**src/rtl/cgra_lsu_pkg.sv**
```systemverilog
// Shared types and constants for the CGRA per-PE load/store responder.
// Opcode constants document the upstream decode that produces lsu_req_i.
package cgra_lsu_pkg;

  typedef enum logic [1:0] {
    IDLE = 2'd0,
    REQ  = 2'd1,
    WAIT = 2'd2,
    RESP = 2'd3
  } lsu_state_t;

  localparam logic [5:0]  OPC_LOAD = 6'b000111;
  localparam logic [5:0]  OPC_STR  = 6'b001001;
  localparam int          MAX_BE_W = 64;
  localparam logic [63:0] BE_ALL   = 64'hFFFF_FFFF_FFFF_FFFF;

  function automatic logic is_aligned(input logic [1:0] lsb);
    return (lsb == 2'b00);
  endfunction

endpackage

```
**src/rtl/lsu_timeout_cnt.sv**
```systemverilog
// Cycle counter bounding how long a bank access may stay outstanding.
// expire is asserted in the enabled cycle where the count reaches TIMEOUT-1.
module lsu_timeout_cnt #(
  parameter int TIMEOUT = 64
) (
  input  logic clk,
  input  logic rst,
  input  logic clear,
  input  logic enable,
  output logic expire
);

  localparam int             CW   = $clog2(TIMEOUT);
  localparam logic [CW-1:0]  LAST = CW'(TIMEOUT - 1);
  localparam logic [CW-1:0]  ONE  = CW'(1);

  logic [CW-1:0] cnt_r;

  // count cycles while the access is outstanding, restart whenever idle
  always_ff @(posedge clk or posedge rst) begin
    if (rst) begin
      cnt_r <= '0;
    end else if (clear) begin
      cnt_r <= '0;
    end else if (enable) begin
      cnt_r <= cnt_r + ONE;
    end else begin
      cnt_r <= cnt_r;
    end
  end

  assign expire = enable && (cnt_r == LAST);

endmodule

```
**src/rtl/pe_lsu_responder.sv**
```systemverilog
// Memory-side responder: runs one PE LOAD/STR on a TCDM bank port and
// returns a single-cycle data_req_valid_o pulse, stalling the PE meanwhile.
module pe_lsu_responder
  import cgra_lsu_pkg::*;
#(
  parameter int DWIDTH  = 32,
  parameter int AWIDTH  = 32,
  parameter int TIMEOUT = 64
) (
  input  logic                Clk,
  input  logic                Reset,
  input  logic                Exec_En_Global,
  input  logic                lsu_req_i,
  input  logic                lsu_we_i,
  input  logic [AWIDTH-1:0]   lsu_addr_i,
  input  logic [DWIDTH-1:0]   lsu_wdata_i,
  output logic                busy_o,
  output logic                data_req_valid_o,
  output logic [DWIDTH-1:0]   load_data_o,
  output logic                err_o,
  output logic                tcdm_req_o,
  input  logic                tcdm_gnt_i,
  output logic [AWIDTH-1:0]   tcdm_add_o,
  output logic                tcdm_we_o,
  output logic [DWIDTH/8-1:0] tcdm_be_o,
  output logic [DWIDTH-1:0]   tcdm_wdata_o,
  input  logic                tcdm_r_valid_i,
  input  logic [DWIDTH-1:0]   tcdm_r_rdata_i
);

  localparam int BEW = DWIDTH / 8;

  lsu_state_t         state_r, state_s;
  logic               mis_r, mis_s;
  logic               busy_s, valid_s, err_s, req_s, we_s;
  logic [DWIDTH-1:0]  load_s, wdata_s;
  logic [AWIDTH-1:0]  add_s;
  logic               expire_s;

  lsu_timeout_cnt #(
    .TIMEOUT (TIMEOUT)
  ) u_timeout (
    .clk    (Clk),
    .rst    (Reset),
    .clear  (state_r == IDLE),
    .enable ((state_r == REQ) || (state_r == WAIT)),
    .expire (expire_s)
  );

  // next-state and next-output computation
  always_comb begin
    state_s = state_r;
    mis_s   = mis_r;
    busy_s  = busy_o;
    valid_s = 1'b0;
    load_s  = load_data_o;
    err_s   = err_o;
    req_s   = tcdm_req_o;
    add_s   = tcdm_add_o;
    we_s    = tcdm_we_o;
    wdata_s = tcdm_wdata_o;
    case (state_r)
      IDLE: begin
        if (lsu_req_i && Exec_En_Global) begin
          busy_s = 1'b1;
          if (is_aligned(lsu_addr_i[1:0])) begin
            mis_s   = 1'b0;
            req_s   = 1'b1;
            add_s   = lsu_addr_i;
            we_s    = lsu_we_i;
            wdata_s = lsu_wdata_i;
            state_s = REQ;
          end else begin
            // misaligned access stalls for one WAIT cycle without touching the bank
            mis_s   = 1'b1;
            state_s = WAIT;
          end
        end else begin
          state_s = IDLE;
        end
      end
      REQ: begin
        if (expire_s) begin
          req_s   = 1'b0;
          busy_s  = 1'b0;
          valid_s = 1'b1;
          load_s  = '0;
          err_s   = 1'b1;
          state_s = RESP;
        end else if (tcdm_gnt_i) begin
          req_s   = 1'b0;
          state_s = WAIT;
        end else begin
          state_s = REQ;
        end
      end
      WAIT: begin
        if (mis_r) begin
          busy_s  = 1'b0;
          valid_s = 1'b1;
          load_s  = '0;
          err_s   = 1'b1;
          state_s = RESP;
        end else if (tcdm_r_valid_i) begin
          busy_s  = 1'b0;
          valid_s = 1'b1;
          load_s  = tcdm_we_o ? '0 : tcdm_r_rdata_i;
          state_s = RESP;
        end else if (expire_s) begin
          busy_s  = 1'b0;
          valid_s = 1'b1;
          load_s  = '0;
          err_s   = 1'b1;
          state_s = RESP;
        end else begin
          state_s = WAIT;
        end
      end
      RESP: begin
        state_s = IDLE;
      end
      default: begin
        state_s = IDLE;
        busy_s  = 1'b0;
        req_s   = 1'b0;
      end
    endcase
  end

  // state and registered outputs
  always_ff @(posedge Clk or posedge Reset) begin
    if (Reset) begin
      state_r          <= IDLE;
      mis_r            <= 1'b0;
      busy_o           <= 1'b0;
      data_req_valid_o <= 1'b0;
      load_data_o      <= '0;
      err_o            <= 1'b0;
      tcdm_req_o       <= 1'b0;
      tcdm_add_o       <= '0;
      tcdm_we_o        <= 1'b0;
      tcdm_be_o        <= '0;
      tcdm_wdata_o     <= '0;
    end else begin
      state_r          <= state_s;
      mis_r            <= mis_s;
      busy_o           <= busy_s;
      data_req_valid_o <= valid_s;
      load_data_o      <= load_s;
      err_o            <= err_s;
      tcdm_req_o       <= req_s;
      tcdm_add_o       <= add_s;
      tcdm_we_o        <= we_s;
      tcdm_be_o        <= BE_ALL[BEW-1:0];
      tcdm_wdata_o     <= wdata_s;
    end
  end

endmodule
```
**config.mk**
```make
export PLATFORM = sky130hd
export DESIGN_NAME = pe_lsu_responder
export DESIGN_NICKNAME = d
export VERILOG_FILES = /design/src/rtl/cgra_lsu_pkg.sv /design/src/rtl/lsu_timeout_cnt.sv /design/src/rtl/pe_lsu_responder.sv
export SDC_FILE = /design/constraint.sdc
export NUM_CORES = 1
export LEC_CHECK = 0
export CAP_MARGIN = 20
export CORE_UTILIZATION = 30
export CTS_CLUSTER_DIAMETER = 120
export DETAILED_ROUTE_END_ITERATION = 8
export PLACE_DENSITY = 0.69
export RECOVER_POWER = 100
export SYNTH_ARGS = -nofsm -noshare
export SYNTH_HDL_FRONTEND = slang
export SYNTH_SLANG_ARGS = --single-unit
```
**constraint.sdc**
```tcl
create_clock -name Clk -period 3.6 [get_ports Clk]
set_input_delay 0.72 -clock Clk [delete_from_list [all_inputs] [get_ports Clk]]
set_output_delay 0.72 -clock Clk [all_outputs]
set_load 0.005 [all_outputs]
```
==> impl_metrics.tcl <==
set metrics [dict create \
    grt.total_usage_pct 17.00 \
    rsz0062_at_grt "false" \
    drc 0 \
    worst_hold_slack_ps 476.1 \
    p_clk_share_pct 24.5 \
    multi_input_comb_area_um2 2034 \
    fin_total_pwr_mw 4.580 \
    achievable_frequency_mhz 353.8 \
    place_congestion 0.7104 \
    port_buffers 207 \
    cts_resized 0 \
    cap_viol_max_count 1 \
    rr_worst_depth 5 \
    ys_async_sr_fraction_pct 100.0 \
    layout-drive-gt1-share_pct 11.89 \
    dr_total_vias 4302 \
    number_of_antenna_violations_at_the_first_check_in_global_routing 0 \
    grt_first_pass_wirelength_um 23900 \
    layout_worst_path_cycle_share_pct 78.50 \
    hold_path.class "reg -> reg" \
    first_global_vias 4622 \
    clock_insertion_delay_worst_skew_ps 350 \
    fin_nets 734 \
    cts_hold_buf 0 \
    timing.hold.worst_endpoint "err_o" \
    ir_drop_mv 0.3116 \
    floorplan.core_area_um2 16700 \
    initial_core_util_pct 31.02 \
    slew_headroom_pct -10.52 \
    critical_path.startpoint_type "flop" \
    status "finished, violations left" \
    cpMaxStageDelayCell "clkbuf_1" \
    timing.critical_path.fanout_max 23 \
    report.final.slew_viol_count 34 \
    r2r_start "u_timeout.cnt_r[0]" \
    cp_cell_sequence "ha_1, nand2_1, clkbuf_1, o311ai_0, a21o_1" \
    final_util_pct 46.34 \
    netSwitchingPower_mw 1.392 \
    ys_types 39 \
    firstDrtPassIters 5 \
    synthCells 441 \
    worst_ep_required_time_ps 3850 \
    number_of_sinks_driven_by_the_clock_tree 111 \
    critPathMaxStageDelay_ps 860 \
    postCtsSetupBuffers 0 \
    crit_type "reg -> reg" \
    timing.critical_path.buf_inv 1 \
    route.detailed.wl_per_inst_um 17.33 \
    hold_start "err_o" \
    dp_cells 835 \
    mappedNetlistNets 549 \
    ant_nets 0 \
    skew_ps 7.524 \
    synth.yosys.seq_area_share_pct 53.61 \
    placed_area_um2 7427 \
    cts_tree "yes" \
    clock_path_buffers 2 \
    max_slew.worst_pin.slew_ps 1649 \
    htree_num_levels 3 \
    total_setup_violations_reported_at_the_end_of_the_flow 0 \
    cell_count_final_fillers_out 851 \
    largest_net_degree_at_the_start_of_global_routing 79 \
    detailedRoute.firstIterationViolations 194 \
    static-leakage-power_nw 3.181 \
    syn_area_um2 5181 \
    insertedDiodeCount 0 \
    power.density_cell_area_nw_per_um2 591.7 \
    top_level_ports 208 \
    setup_slack_reg_to_reg_ps 770 \
    critical_path.endpoint_type "flop" \
    sw_frac_of_total_pct 30.40 \
    hold_violations 0 \
    failed_checks "max-capacitance violations, max-slew violations" \
    fp.dieArea_um2 17800 \
    synthToLayoutAreaGrowth_pct 49.38 \
    via_per_inst 5.055 \
    finalSetupTns_ps 0 \
    detailed_place_hpwl_um 10240 \
    yosysWarnings 0 \
    number_of_buffers_added_by_the_clock_tree_synthesis_step 9 \
    worstHoldPathCells 1 \
    seqCellArea_um2 2778 \
    pwr-share-comb_pct 35.8 \
    wl_um 14750 \
    floorplan.rows 47 \
    worst_r2r_endpoint "state_r[0]" \
    cts.root.buffer_cell "clkbuf_16" \
    syn_avg_cell_area_um2 11.75 \
    synth_enable_flop_cells 0 \
    filler_cell_count 1535 \
    layout_commonest_cell "dfrtp_1" \
    placement.setup.worst_slack_ps 977.0 \
    congestion_overflow_gr 0 \
    min_period_ps 2826 \
    synth_seq_cells 111 \
    finalInstanceArea_um2 7740 \
    most_frequent_cells_in_the_layout "dfrtp_1, dlygate4sd3_1, clkdlybuf4s50_1" \
    share_seq_of_total_power_pct 39.7 \
    critical_path.top_delay_family "buffers and inverters" \
    setup_slack_ps 773.9 \
    die_width_um 133.4 \
    worst-endpoint-arrival_ps 3070 \
    cts.clk_slew.worst_paths_ps 80 \
    synthFlopType "dfrtp_1" \
    internal-power_mw 3.188 \
    die_height_um 133.4 \
]
[sequential cells by signal, indices dropped and copies added (netlist names)]
signal	flops
tcdm_req_o	1
err_o	1
tcdm_wdata_o	32
tcdm_we_o	1
data_req_valid_o	1
load_data_o	32
busy_o	1
state_r	2
tcdm_add_o	32
tcdm_be_o	1
mis_r	1
u_timeout.cnt_r	6
[cell families (layout without fill, tap and decap cells)]
logic type,count (synthesis),in the layout,synth area share [%]
AOI/OAI and AO/OA,86,86,13.79
buffers and inverters,80,270,7.027
DFF,111,111,53.61
other,1,1,0.07238
muxes,65,65,14.10
xor gates and xnor gates,1,1,0.1691
and+or+nand+nor,92,92,10.02
adders and majority gates,5,5,1.207
[power groups by stage]
stage	logic [mW]	registers, mW	clock network (mW)
6_report	1.64	1.82	1.12
5_1_grt	1.79	1.87	1.20
2_1_floorplan	0.726	1.86	0
4_1_cts	1.80	1.84	1.15
3_5_place_dp	1.79	1.86	0
3_3_place_gp	1.74	1.84	0
[worst max path at each step]
stage / startpoint / endpoint / slack (ps) / depth (start not counted)
after floorplan: Reset / busy_o / 1540 / 1
after CTS: state_r[0] / load_data_o[24] / 1210 / 6
after global routing: state_r[1] / load_data_o[22] / 560 / 6
after detailed placement: lsu_req_i / tcdm_add_o[13] / 980 / 5
after global placement: lsu_req_i / tcdm_add_o[7] / 1050 / 5
final: u_timeout.cnt_r[0] / state_r[0] / 770 / 5
[layout make-up]
| type | count | area share, % |
|---|---|---|
| multi-input combinational | 250 | 26.29 |
| timing repair buffer | 216 | 28.05 |
| tap | 220 | 3.556 |
| sequential | 111 | 35.89 |
| clock buffer | 9 | 2.910 |
| inverter | 38 | 1.859 |
| clock inverter | 7 | 1.455 |
[worst register-to-register path, cell delays in order, from the launching register on]
cell	delay (ps)
dfrtp_1	410
ha_1	250
nand2_1	520
clkbuf_1	860
o311ai_0	420
a21o_1	260
[per-layer routing]
layer	track usage (%)	share of wire (%)	routed length [um]
met5	0	0	0
met4	6.439	1.7	248
met1	19.62	40	5961
met3	6.202	7.8	1154
met2	28.70	50	7383
[synth_stat cells (all sizes together), types with 2 or more instances]
library cell  instances  area share, %
a21oi                 2           0.19
buf                  20            2.7
clkbuf               22            1.6
dfrtp               111             54
ha                    5            1.2
inv                  38            2.8
mux2                 64             14
nand2                 6           0.43
nand3                 3           0.39
nor2                 39            2.8
nor2b                 3           0.36
nor3                  2           0.41
nor3b                33            4.8
o21ai                 7           0.68
o221ai               66             11
o311ai                2           0.34
o31ai                 2           0.29
Power figures use the tool's default switching activity.
